**config.mk**
```make
export PLATFORM = sky130hd
export DESIGN_NAME = pipeline_hazard_ctrl
export DESIGN_NICKNAME = d
export VERILOG_FILES = /design/src/rtl/pipeline_hazard_ctrl.sv
export SDC_FILE = /design/constraint.sdc
export NUM_CORES = 1
export LEC_CHECK = 0
export BUFFER_PORTS_ARGS = -buffer_cell sky130_fd_sc_hd__buf_2
export CAP_MARGIN = 10
export CORE_MARGIN = 2
export CORE_UTILIZATION = 45
export CTS_CLUSTER_SIZE = 40
export DETAILED_ROUTE_END_ITERATION = 16
export HOLD_SLACK_MARGIN = 0.08
export PLACE_DENSITY_LB_ADDON = 0.08
export SETUP_SLACK_MARGIN = 0.15
export SLEW_MARGIN = 20
export SYNTH_ARGS = -nofsm -noshare
export SYNTH_HDL_FRONTEND = slang
export SYNTH_SLANG_ARGS = --single-unit
```
**constraint.sdc**
```tcl
create_clock -name Clk -period 1.5 [get_ports Clk]
set_clock_uncertainty 0.05 [all_clocks]
set_input_delay 0.075 -clock Clk [delete_from_list [all_inputs] [get_ports Clk]]
set_output_delay 0.075 -clock Clk [all_outputs]
set_load 0.01 [all_outputs]
```
**src/rtl/pipeline_hazard_ctrl.sv**
```systemverilog
// Pipeline hazard controller: load-use stalls, taken-branch flushes and data-memory wait/timeout.
// Optional performance counters (StallCycles, FlushCount) are enabled with `define HAZARD_PERF_CNT_EN.
module pipeline_hazard_ctrl #(
    parameter int LOAD_STALL  = 1,
    parameter int MEM_TIMEOUT = 15
) (
    input  logic        Clk,
    input  logic        Rst,
    input  logic        IdExMemRead,
    input  logic [2:0]  IdExTReg,
    input  logic [2:0]  IfIdRs,
    input  logic [2:0]  IfIdRt,
    input  logic        IfIdUsesRt,
    input  logic        ExMemBranch,
    input  logic        ExMemZero,
    input  logic        ExMemMemAccess,
    input  logic        MemReady,
    output logic        PcWrite,
    output logic        IfIdWrite,
    output logic        IdExWrite,
    output logic        ExMemWrite,
    output logic        IfIdFlush,
    output logic        IdExFlush,
    output logic        ExMemFlush,
    output logic        PcSrc,
    output logic        MemTimeout,
    output logic [1:0]  State
`ifdef HAZARD_PERF_CNT_EN
    ,
    output logic [15:0] StallCycles,
    output logic [15:0] FlushCount
`endif
);

    typedef enum logic [1:0] {
        RUN     = 2'd0,
        LDSTALL = 2'd1,
        MEMWAIT = 2'd2,
        ERROR   = 2'd3
    } state_e;

    localparam logic [1:0] STALL_INIT   = 2'(LOAD_STALL - 1);
    localparam logic [3:0] TIMEOUT_LAST = 4'(MEM_TIMEOUT - 1);
    localparam bit         MULTI_STALL  = (LOAD_STALL > 1);

    state_e     state_q, state_d;
    logic [1:0] stall_cnt_q, stall_cnt_d;
    logic [3:0] wait_cnt_q, wait_cnt_d;
    logic       timeout_q, timeout_d;

    logic memwait, taken, loaduse;
    logic pc_write, ifid_write, idex_write, exmem_write;
    logic ifid_flush, idex_flush, exmem_flush, pc_src;

    assign memwait = ExMemMemAccess & ~MemReady;
    assign taken   = ExMemBranch & ExMemZero;
    assign loaduse = IdExMemRead & (IdExTReg != 3'd0) &
                     ((IdExTReg == IfIdRs) | (IfIdUsesRt & (IdExTReg == IfIdRt)));

    always_comb begin
        state_d     = state_q;
        stall_cnt_d = stall_cnt_q;
        wait_cnt_d  = wait_cnt_q;
        timeout_d   = timeout_q;
        pc_write    = 1'b1;
        ifid_write  = 1'b1;
        idex_write  = 1'b1;
        exmem_write = 1'b1;
        ifid_flush  = 1'b0;
        idex_flush  = 1'b0;
        exmem_flush = 1'b0;
        pc_src      = 1'b0;

        unique case (state_q)
            RUN, LDSTALL: begin
                if (memwait) begin
                    pc_write    = 1'b0;
                    ifid_write  = 1'b0;
                    idex_write  = 1'b0;
                    exmem_write = 1'b0;
                    state_d     = MEMWAIT;
                    wait_cnt_d  = 4'd0;
                    stall_cnt_d = 2'd0;
                end else if (taken) begin
                    ifid_flush  = 1'b1;
                    idex_flush  = 1'b1;
                    exmem_flush = 1'b1;
                    pc_src      = 1'b1;
                    state_d     = RUN;
                    stall_cnt_d = 2'd0;
                end else if (state_q == LDSTALL) begin
                    // Remaining stall cycles run out regardless of the current loaduse condition.
                    pc_write    = 1'b0;
                    ifid_write  = 1'b0;
                    idex_flush  = 1'b1;
                    stall_cnt_d = stall_cnt_q - 2'd1;
                    if (stall_cnt_q <= 2'd1) begin
                        state_d     = RUN;
                        stall_cnt_d = 2'd0;
                    end
                end else if (loaduse) begin
                    pc_write   = 1'b0;
                    ifid_write = 1'b0;
                    idex_flush = 1'b1;
                    if (MULTI_STALL) begin
                        state_d     = LDSTALL;
                        stall_cnt_d = STALL_INIT;
                    end
                end
            end
            MEMWAIT: begin
                if (MemReady) begin
                    state_d    = RUN;
                    wait_cnt_d = 4'd0;
                end else begin
                    pc_write    = 1'b0;
                    ifid_write  = 1'b0;
                    idex_write  = 1'b0;
                    exmem_write = 1'b0;
                    if (wait_cnt_q != 4'hF) begin
                        wait_cnt_d = wait_cnt_q + 4'd1;
                    end
                    if (wait_cnt_q == TIMEOUT_LAST) begin
                        state_d   = ERROR;
                        timeout_d = 1'b1;
                    end
                end
            end
            ERROR: begin
                pc_write    = 1'b0;
                ifid_write  = 1'b0;
                idex_write  = 1'b0;
                exmem_write = 1'b0;
            end
            default: state_d = RUN;
        endcase
    end

    // Reset forces every stage enabled and flushed so the pipeline refills with bubbles.
    always_comb begin
        PcWrite    = Rst | pc_write;
        IfIdWrite  = Rst | ifid_write;
        IdExWrite  = Rst | idex_write;
        ExMemWrite = Rst | exmem_write;
        IfIdFlush  = Rst | ifid_flush;
        IdExFlush  = Rst | idex_flush;
        ExMemFlush = Rst | exmem_flush;
        PcSrc      = ~Rst & pc_src;
        MemTimeout = ~Rst & timeout_q;
        State      = state_q;
    end

    always_ff @(posedge Clk) begin
        if (Rst) begin
            state_q     <= RUN;
            stall_cnt_q <= 2'd0;
            wait_cnt_q  <= 4'd0;
            timeout_q   <= 1'b0;
        end else begin
            state_q     <= state_d;
            stall_cnt_q <= stall_cnt_d;
            wait_cnt_q  <= wait_cnt_d;
            timeout_q   <= timeout_d;
        end
    end

`ifdef HAZARD_PERF_CNT_EN
    logic [15:0] stall_cycles_q, flush_count_q;

    always_ff @(posedge Clk) begin
        if (Rst) begin
            stall_cycles_q <= 16'd0;
            flush_count_q  <= 16'd0;
        end else begin
            if (!pc_write && stall_cycles_q != 16'hFFFF) begin
                stall_cycles_q <= stall_cycles_q + 16'd1;
            end
            if (pc_src && flush_count_q != 16'hFFFF) begin
                flush_count_q <= flush_count_q + 16'd1;
            end
        end
    end

    assign StallCycles = stall_cycles_q;
    assign FlushCount  = flush_count_q;
`endif

endmodule

```
# Word-level counts from Yosys, hierarchy flattened
# Cells that the tools add are included.
# word_totals
regBits	9
wordCells	73
in_bits	17
output_inout_bits	11
# op_classes
bitwise_logic	14
reduce_logical	9
magnitude_cmp	1
n_mux	31
add_sub_neg	2
n_eq_ne	12
# ops
cell	n
$mux W2	10
$mux W1	14
$mux W4	3
$ne A4 B4 Y1 const B	3
$pmux W4 S2	1
$and A1 B1 Y1	7
$eq A3 B3 Y1	2
$ne A3 B3 Y1 const B	2
$pmux W1 S3	2
$reduce_and A3 Y1	2
$reduce_bool A3 Y1	2
$or A1 B1 Y1	5
$add A4 B1 Y4 const B	1
$eq A2 B2 Y1 const B	2
$eq A4 B4 Y1 const B	1
$pmux W2 S2	1
$reduce_and A4 Y1	1
$eq A2 B1 Y1 const B	1
$le A2 B1 Y1 const B	1
$logic_not A2 Y1	1
$ne A2 B2 Y1 const B	1
$not A1 Y1	2
$reduce_and A2 Y1	1
$reduce_bool A2 Y1	1
other kinds (2)	2

# Depth between registers and ports, before layout
# Gate-level depths: netlist (run 1).
# depth
depth_word	10
mapped_depth	6
mapped_depth_nobuf	5

# Worst setup path before layout (run 1)
# OpenSTA, ideal clock, no wires.
# synth_timing
path_kind	register to output
start	register state_q[1] (netlist: State[1])
end	output port PcWrite
path_buffers	1
arrival_time_ns	1.550
stages_incl_launch_ff	5
t_required_ns	1.375
path_slack_ns	-0.175
cell_sequence	dfxtp_1 o31ai_1 nor3_1 a21oi_1 buf_4
# synth_via
elab_chain_len	6
word_cells_on_any_way	10
cone_classes	eq/ne: 3; mux: 4; bitwise: 1; reduce/logical: 2
# synth_rtl
element	line	source
start: declaration	46	state_e state_q, state_d;
start signal: assignment	160	state_q <= state_d;
$eq A2 B1 Y1	-	
$mux W1 (3 in a row)	-	
$pmux W1 S3 *	-	
$or A1 B1 Y1 *	-	
end: declaration	18	output logic PcWrite,
# Mark *: on every way between the ends. The rest lies on a longest branch, timed or not.

# Worst setup path in the final report (run 1)
# layout_timing
start	register state_q[1] (netlist: State[1])
end	output port IfIdWrite
# layout_via
elab_chain_len	6
word_cells_on_any_way	10
cone_classes	eq/ne: 3; mux: 4; bitwise: 1; reduce/logical: 2
# layout_rtl
element	line	source
$eq A2 B1 Y1	74, 91	
$mux W1	91	end else if (state_q == LDSTALL) begin
$mux W1	84	end else if (taken) begin
$mux W1	76	if (memwait) begin
$pmux W1 S3 *	74	unique case (state_q)
$or A1 B1 Y1 *	142	IfIdWrite = Rst | ifid_write;
end: declaration	19	output logic IfIdWrite,
# Marks and branches as above.

==> flow_summary_export.csv, run 1 <==
group,metric,value,unit
status,status,"finished clean",
detailed_routing,dr.first_iter.drc_count,1,
cells_and_area,drive_gt1_share,45.8,%
yosys,yosysSeqAreaShare,28.7,%
detailed_routing,drt-vias-per-instance,5.29,
detailed_routing,first_pass_iters,4,
global_route,antenna_found_initial,0,
cts,h-tree-depth,1,
sta,finalCritPeriodShare,97.9,%
cells_and_area,layout_commonest_cell,"buf_2",
placed_design,place_ws,0.0450,ns
yosys,syn_area,628,sq um
flow_run,cap_violations,0,
floorplan,die-height,41.4,microns
min_path,min_path_type,"in -> reg",
yosys,syn_nets,101,
yosys,synth_edf_count,0,
cells_and_area,diodes,0,
cts,max-clock-path-buffers,2,
cts,clkTransAtPathRegs,0.06,ns
critical_path,rrSetupSlack,0.06,ns
yosys,synth.yosys.warnings,0,
yosys,async_flop_share,0,%
cts,cts_sinks,9,
cts,root_buffer,"clkbuf_4",
yosys,ys_top_cells_by_area,"dfxtp_1, xnor2_1, a21oi_1",
global_route,busiest_layer,"met2",
detailed_routing,wire_per_inst,12.2,microns
detailed_routing,vias,704,
global_route,use_met2,37.1,%
sta,whs,0.116,ns
cts,cts_tree,"built",
critical_path,r2r_end,"wait_cnt_q[1]",
sta,timing_worst_slew_pin_value,0.420,ns
cts,numCtsBuffers,3,
sta,setup_ws,0.0311,ns
critical_path,cp.arrival,1.34,ns
critical_path,critPathRequiredTime,1.37,ns
global_route,grt_pass1_vias,605,
critical_path,reg2reg_depth,4,
floorplan,die_w,41.4,microns
sta,setup_viol,0,
placed_design,gp_congestion,0.708,
cells_and_area,nets,138,
global_route,grt_util_met3,7.45,%
floorplan,start_util,48.3,%
critical_path,worstSetupStartpointType,"register",
critical_path,end_kind,"output pin",
cells_and_area,seqCellArea,188,sq um
sta,rsz0062_at_grt,"true",
yosys,synth_top_area_share,28.7,%
global_route,grt_max_degree,9,
global_route,grt_pass1_wl,2330,microns
power,p_leak,0.404,nW
critical_path,r2r_start,"wait_cnt_q[3]",
floorplan,num_rows,13,
sta,hold_viol,0,
cells_and_area,mostFrequentLayoutCells,"buf_2, buf_4, a21oi_1",
sta,fmax,681,MHz
power,vdd_drop_max,0.514,mV
detailed_routing,ant_nets,0,
placed_design,place_hpwl,1180,microns
sta,totalNegativeSetupSlack,0,ns
min_path,min_to,"stall_cnt_q[1]",
cts,insertion_delay,0.27,ns
power,power_density,653,nW/um^2
critical_path,path_max_fanout,5,
floorplan,dieArea,1710,sq um
global_route,track_usage,21.4,%
yosys,syn_area_per_cell,7.66,sq um
placed_design,portBuffers,27,
cells_and_area,fillers,114,
min_path,whs_path_depth,4,
sta,slew_headroom,71.7,%
sta,fin_crit,1.47,ns
cells_and_area,area_growth,47.0,%
floorplan,ios,28,
yosys,syn_inst,82,
detailed_routing,wl,1630,microns
critical_path,crit_type,"reg -> out",
yosys,ys_seq_elements,9,
floorplan,core_area,1300,sq um
cells_and_area,multiInputGateArea,435,sq um
sta,final_max_slew_viol_count,0,
detailed_routing,drc,0,
global_route,gr-total-overflow,0,
yosys,netlist-cell-type-count,29,
min_path,hold_path_startpoint,"ExMemZero",
global_route,use_met1,22.9,%
yosys,netlist.top_cell.by_area,"dfxtp_1",
yosys,synth_flop_cell,"dfxtp_1",
[where the power goes]
part	switching, W	internal (W)
Clock	0.0000901	0.000103
Sequential	0.00000404	0.000242
Combinational	0.0000793	0.0000845
Total	0.000173	0.000429
[registers in the layout (all words and copies together) (netlist names)]
| register | flops |
|---|---|
| wait_cnt_q | 4 |
| stall_cnt_q | 2 |
| State | 2 |
| timeout_q | 1 |
[kinds of logic (layout without fill, tap and decap cells)]
group	after synthesis	count (layout)	synth area share, %
AND/OR/NAND/NOR	30	30	27.1
AO/OA/AOI/OAI	23	23	22.1
buffers and inverters	11	47	8.37
flip-flops	9	9	28.7
XOR/XNOR	7	7	9.76
adder cells (fa/ha/maj)	2	2	3.98
[per-layer routing]
layer / part of all wire, % / wire length, microns / vias up
met2: 49 / 794 / 18
met3: 6.9 / 113 / 4
met1: 42 / 679 / 324
met5: 0 / 0 / -
met4: 2.3 / 38 / 0
li1: - / - / 358
[per-stage QoR]
stage | instance area [sq um] | util [%] | power, W | std cells
after floorplan | 651 | - | 0.000337 | 82
after global placement | 792 | 60.9 | 0.000385 | 121
after detailed placement | 792 | 60.9 | 0.000387 | 121
after CTS | 913 | 70.2 | 0.000604 | 133
after global routing | 923 | 71.0 | 0.000629 | 133
final | 923 | 71.0 | 0.000603 | 133
[how the worst max path moves through the flow]
stage	slack [ns]	cells after the start	from	to
after global placement	0.12	4	wait_cnt_q[2]	wait_cnt_q[1]
after floorplan	0.16	4	wait_cnt_q[0]	wait_cnt_q[1]
after global routing	-0.04	5	State[1]	PcWrite
after CTS	0.02	5	State[1]	PcWrite
after detailed placement	0.04	4	wait_cnt_q[2]	wait_cnt_q[1]
final	0.03	5	State[1]	IfIdWrite
[Yosys cell counts (all sizes together) (3+ instances only)]
| cell | count |
|---|---|
| buf | 3 |
| o21ai | 4 |
| nor2 | 5 |
| nor3b | 3 |
| a21oi | 11 |
| xnor2 | 7 |
| clkbuf | 3 |
| nand2 | 5 |
| inv | 5 |
| nand3 | 3 |
| dfxtp | 9 |
| nor2b | 3 |
[critical path, stage by stage (launching register included)]
cell,delay [ns]
dfxtp_4,0.36
buf_6,0.12
o31ai_4,0.23
nor3_2,0.09
a21oi_2,0.14
buf_2,0.14
[cell type report]
cell class / instances / area share (%)
clock buffer: 4 / 2.85
inverter: 5 / 2.03
multi-input combinational: 62 / 47.2
sequential: 9 / 20.3
tap: 15 / 2.03
timing repair buffer: 38 / 25.6
[timing repair]
| action | 4_1_cts | 5_1_grt |
|---|---|---|
| endpoints found under the setup margin | 10 | 11 |
| resized for setup | 8 | 3 |
| pin swaps | 5 | 1 |
| hold endpoints to repair | 6 | 0 |
| cloned | 0 | 0 |
| buffers inserted | 7 | 0 |
| hold buffers | 1 | 0 |
(Power assumes the default switching activity.)
==> inputs of run 2 (changes only) <==
--- a/config.mk
+++ b/config.mk
@@ -12,7 +12,7 @@
 export CTS_CLUSTER_SIZE = 40
 export DETAILED_ROUTE_END_ITERATION = 16
 export HOLD_SLACK_MARGIN = 0.08
-export PLACE_DENSITY_LB_ADDON = 0.08
+export PLACE_DENSITY_LB_ADDON = 0.1
 export SETUP_SLACK_MARGIN = 0.15
 export SLEW_MARGIN = 20
 export SYNTH_ARGS = -nofsm -noshare
==> run 2 against run 1 <==
  * Total power increased by 2.1%
  * Global-route usage grew 0.16 points
  * Clock power fell by 7%
  * Critical path depth did not move
  * Non-clock buffer count is 4 higher
  * Die area did not move
  * Clock-buffer cell count did not move
  * Combinational power is 18% higher
  * Critical endpoint unchanged
==> flow_summary_export.csv, run 2 (synthesis results as in run 1) <==
group,metric,value,unit
global_route,grt_max_degree,9,
sta,whs,0.127,ns
cells_and_area,design_area,1010,sq um
critical_path,cp.arrival,1.34,ns
critical_path,crit_type,"reg -> out",
cts,h-tree-depth,1,
power,power_density,609,nW/um^2
critical_path,max_stage_delay,0.35,ns
cells_and_area,diodes,0,
cells_and_area,largest_register,"wait_cnt_q",
sta,setup_viol,0,
floorplan,die-height,41.4,microns
detailed_routing,wire_per_inst,12.7,microns
placed_design,portBuffers,27,
detailed_routing,dr.first_iter.drc_count,19,
critical_path,path_max_fanout,5,
detailed_routing,first_pass_iters,5,
placed_design,postPlaceCellArea,792,sq um
placed_design,gp_congestion,0.702,
critical_path,cp_slowest_cell,"dfxtp_4",
critical_path,critPathRequiredTime,1.37,ns
detailed_routing,ant_nets,0,
global_route,antenna_found_initial,0,
sta,timing_worst_slew_pin_value,0.420,ns
global_route,track_usage,21.5,%
floorplan,num_rows,13,
flow_run,cap_violations,0,
placed_design,place_hpwl,1170,microns
sta,finalCritPeriodShare,97.7,%
cts,cts_sinks,9,
detailed_routing,wl,1740,microns
detailed_routing,drc,0,
power,p_leak,0.435,nW
critical_path,cp_cell_sequence,"buf_8, o31ai_4, nor3_2, a21oi_2, buf_2",
floorplan,core_area,1300,sq um
critical_path,critPathTopFamily,"compound AO/OA/AOI/OAI gates",
sta,fin_crit,1.47,ns
cts,numCtsBuffers,3,
sta,slew_headroom,72.0,%
sta,setup_ws,0.0340,ns
cells_and_area,largest_reg_flops,4,
cells_and_area,layout_commonest_cell,"buf_2",
cells_and_area,instances_no_fill,137,
placed_design,place_ws,0.0801,ns
sta,hold_viol,0,
cells_and_area,mostFrequentLayoutCells,"buf_2, buf_4, xnor2_1, a21oi_1, buf_6",
cts,insertion_delay,0.25,ns
sta,rsz0062_at_grt,"true",
global_route,grt_pass1_vias,588,
cts,cts_tree,"built",
cells_and_area,area_growth,61.0,%
min_path,min_path_type,"in -> reg",
sta,final_max_slew_viol_count,0,
floorplan,dieArea,1710,sq um
cts,root_buffer,"clkbuf_4",
status,status,"finished clean",
global_route,gr-total-overflow,0,
critical_path,end_kind,"output pin",
cells_and_area,drive_gt1_share,52.5,%
critical_path,critPathBufInv,2,
sta,fmax,682,MHz
cells_and_area,nets,142,
detailed_routing,vias,720,
cts,max-clock-path-buffers,2,
floorplan,die_w,41.4,microns
floorplan,ios,28,
global_route,grt_pass1_wl,2370,microns
power,vdd_drop_max,0.693,mV
power,power,0.000615,W
detailed_routing,drt-vias-per-instance,5.26,
critical_path,worstSetupStartpointType,"register",
placed_design,dp.cells,121,
cts,clkTransAtPathRegs,0.06,ns
floorplan,start_util,48.3,%
## run 2: report_power, final
group	switching, W	internal, W
Sequential	0.00000293	0.000240
Combinational	0.0000892	0.000104
Clock	0.0000768	0.000102
Total	0.000169	0.000446
## run 2: worst paths after layout
path | start | slack (ns) | end | depth (start not counted)
max | State[1] | 0.03 | IfIdWrite | 5
min reg2reg | stall_cnt_q[0] | 0.42 | stall_cnt_q[0] | 2
min | ExMemZero | 0.13 | stall_cnt_q[1] | 4
max reg2reg | State[1] | 0.04 | wait_cnt_q[1] | 5
## run 2: stage by stage
step	util, %	TNS [ns]
6_report	77.7	0
5_1_grt	77.7	-0.0754
4_1_cts	68.2	0
3_5_place_dp	60.9	0
3_3_place_gp	60.9	0
2_1_floorplan	-	0
## run 2: layout make-up
class,instances,area [sq um]
clock buffer,4,26.3
fill,96,290
inverter,5,18.8
multi-input combinational,62,467
sequential,9,193
tap,15,18.8
timing repair buffer,42,288
## run 2: metal layers
layer	share of wire [%]	track usage (%)	vias up
li1	-	-	369
met1	46	27.3	318
met2	47	35.5	31
met3	6.7	5.85	2
met4	0.46	6.45	0
met5	0	0	-
## run 2: repair_timing
action / in CTS / in global routing
endpoints found under the hold margin: 6 / 0
buffers inserted: 4 / 7
pin swaps: 3 / 6
setup endpoints to repair: 8 / 12
hold buffers: 1 / 0
resized for setup: 7 / 18
## run 2: worst reg2reg max path: cells and delay by family, from the launching register on
kind                   cells  cell delay (ns)
buffers and inverters      1             0.15
DFF                        1             0.35
AOI/OAI and AO/OA          2             0.34
and+or+nand+nor            2             0.50
==> inputs of run 3 (changes only) <==
--- a/config.mk
+++ b/config.mk
@@ -5,8 +5,8 @@
 export SDC_FILE = /design/constraint.sdc
 export NUM_CORES = 1
 export LEC_CHECK = 0
+export ABC_AREA = 1
 export BUFFER_PORTS_ARGS = -buffer_cell sky130_fd_sc_hd__buf_2
-export CAP_MARGIN = 10
 export CORE_MARGIN = 2
 export CORE_UTILIZATION = 45
 export CTS_CLUSTER_SIZE = 40
==> run 3 against run 2 <==
  * Sequential power up 6%
  * Final cell count rose by 21%
  * Combinational power down 4%
  * Largest power group unchanged
  * Final area is 5.9% lower
  * Sequential share of layout area increased by 0.68 points
  * Total power increased by 3.8%
  * Die area is 11% higher
  * Non-clock buffer count decreased by 11
  * Via count up 12%
  * Worst hold slack gained 0.0077 ns
  * First-iteration DRC count shrank 32%
  * Core utilization shrank 14 points
  * Critical path type unchanged
==> flow_summary_export.csv, run 3 <==
group,metric,value,unit
global_route,antenna_found_initial,0,
cells_and_area,layout_commonest_cell,"nand2_1",
power,power,0.000639,W
yosys,synthMostInstantiatedCell,"nand2_1",
power,power_density,672,nW/um^2
detailed_routing,drt-vias-per-instance,4.84,
placed_design,postPlaceCellArea,835,sq um
sta,fin_crit,1.33,ns
critical_path,worstSetupStartpointType,"register",
floorplan,start_util,47.1,%
yosys,netlist-cell-type-count,24,
global_route,gr-total-overflow,0,
critical_path,cp_slowest_cell,"dfxtp_4",
global_route,grt_pass1_wl,2590,microns
power,p_leak,0.490,nW
critical_path,cp-startpoint,"State[1]",
placed_design,dp.cells,158,
critical_path,r2r_start,"wait_cnt_q[1]",
flow_run,cap_violations,0,
critical_path,max_stage_delay,0.36,ns
detailed_routing,wire_per_inst,9.80,microns
critical_path,reg2reg_depth,8,
placed_design,gp_congestion,0.820,
cells_and_area,instances_no_fill,166,
status,status,"finished clean",
sta,finalCritPeriodShare,88.5,%
detailed_routing,wl,1630,microns
sta,slew_headroom,76.7,%
cts,cts_sinks,9,
power,vdd_drop_max,0.481,mV
yosys,synth.yosys.warnings,0,
yosys,synth_common_cells,"nand2_1, inv_1, nor2_1",
placed_design,portBuffers,27,
min_path,min_path_type,"in -> reg",
cells_and_area,nets,170,
cells_and_area,drive_gt1_share,40.7,%
global_route,track_usage,18.6,%
cells_and_area,design_area,951,sq um
floorplan,num_rows,14,
global_route,grt_pass1_vias,700,
cts,h-tree-depth,1,
cells_and_area,largest_reg_flops,4,
yosys,syn_nets,137,
yosys,synth_edf_count,0,
critical_path,critPathRequiredTime,1.37,ns
critical_path,cp_cell_sequence,"inv_6, nor2_4, nand2_1, nand2_2, nor2_2, nand2_1, buf_2",
detailed_routing,ant_nets,0,
critical_path,crit_type,"reg -> out",
detailed_routing,first_pass_iters,4,
cells_and_area,area_growth,35.5,%
placed_design,place_hpwl,1220,microns
floorplan,die_w,43.5,microns
sta,totalNegativeSetupSlack,0,ns
yosys,ys_top_cells_by_area,"dfxtp_1, nand2_1, inv_1",
critical_path,cp.arrival,1.20,ns
sta,fmax,754,MHz
detailed_routing,dr.first_iter.drc_count,13,
sta,rsz0062_at_grt,"true",
yosys,ys_seq_elements,9,
yosys,synth_flop_cell,"dfxtp_1",
sta,final_max_slew_viol_count,0,
cts,numCtsBuffers,3,
cts,cts_tree,"built",
critical_path,path_max_fanout,5,
yosys,syn_inst,118,
cts,root_buffer,"clkbuf_4",
floorplan,ios,28,
detailed_routing,drc,0,
cells_and_area,largest_register,"wait_cnt_q",
min_path,hold_path_startpoint,"MemReady",
critical_path,end_kind,"output pin",
cts,clkTransAtPathRegs,0.06,ns
cts,max-clock-path-buffers,2,
yosys,synth_top_area_share,25.7,%
cells_and_area,mostFrequentLayoutCells,"nand2_1, buf_2, inv_1",
sta,setup_viol,0,
yosys,yosysSeqAreaShare,25.7,%
yosys,async_flop_share,0,%
floorplan,die-height,43.5,microns
sta,hold_viol,0,
critical_path,timing.critical_path.mode_cell,"nand2_1",
cells_and_area,diodes,0,
min_path,whs_path_depth,4,
detailed_routing,vias,804,
sta,timing_worst_slew_pin_value,0.345,ns
yosys,netlist.top_cell.by_area,"dfxtp_1",
yosys,syn_area,702,sq um
floorplan,core_area,1490,sq um
cts,insertion_delay,0.27,ns
sta,whs,0.135,ns
yosys,syn_area_per_cell,5.95,sq um
global_route,grt_max_degree,8,
floorplan,dieArea,1890,sq um
==> run 3: changes by cell type after synthesis, sizes merged, moves of 2 or more <==
cell | previous run | this run
a21oi | 11 | 5
and3b | 2 | 0
clkbuf | 3 | 0
inv | 5 | 22
nand2 | 5 | 43
nand2b | 2 | 0
nor2 | 5 | 19
nor2b | 3 | 0
nor3b | 3 | 0
o31ai | 2 | 0
or3 | 2 | 0
xnor2 | 7 | 1
==> run 3: power breakdown <==
group          internal [W]  leakage (nW)  switching, W
clock network      0.000103        0.0150     0.0000910
registers          0.000248        0.0751    0.00000947
logic             0.0000788         0.400      0.000108
total              0.000430         0.490      0.000209
==> run 3: cells by family (layout without fill, tap and decap cells) <==
logic type | after synthesis | in the layout | synth area share, %
adder cells (fa/ha/maj) | 2 | 2 | 3.56
buffers and inverters | 26 | 58 | 16.0
flip-flops | 9 | 9 | 25.7
AND/OR/NAND/NOR | 67 | 67 | 41.9
XOR/XNOR | 1 | 1 | 1.25
AO/OA/AOI/OAI | 13 | 13 | 11.6
==> run 3: per-layer routing <==
metal,GRT usage [%],wire [microns],vias to the layer above,part of all wire [%]
li1,-,-,422,-
met1,20.4,670,355,41
met2,31.6,809,23,50
met3,4.17,106,4,6.5
met4,12.7,40,0,2.5
met5,0,0,-,0
==> run 3: metrics by stage <==
stage	setup slack, ns	util [%]
finish	0.173	63.9
detailed placement	0.195	56.1
CTS	0.141	59.5
global placement	0.259	56.1
global route	0.112	63.9
floorplan	0.298	-
==> run 3: final cells by class <==
type,count,area (sq um)
Fill cell,148,538
Tap cell,16,20.0
Clock buffer,4,26.3
Timing Repair Buffer,31,174
Inverter,23,95.1
Multi-Input combinational cell,83,448
Sequential cell,9,188
==> run 3: critical path, delay by kind of cell (launching register included) <==
family,cells,cell delay [ns]
flops,1,0.36
buf+inv,2,0.22
simple gates,5,0.35
==> run 3: worst paths after layout <==
check / slack, ns / endpoint
hold reg to reg: 0.44 / wait_cnt_q[0]
setup reg to reg: 0.25 / wait_cnt_q[2]
hold / removal: 0.13 / State[0]
setup / recovery: 0.17 / IfIdWrite
==> run 3: what timing repair did <==
item / CTS / global route
gates cloned: 0 / 0
setup endpoints to repair: 7 / 9
endpoints found under the hold margin: 2 / 0
pin swaps: 0 / 4
setup buffers: 1 / 2
hold buffers: 1 / 0
resized for setup: 4 / 18
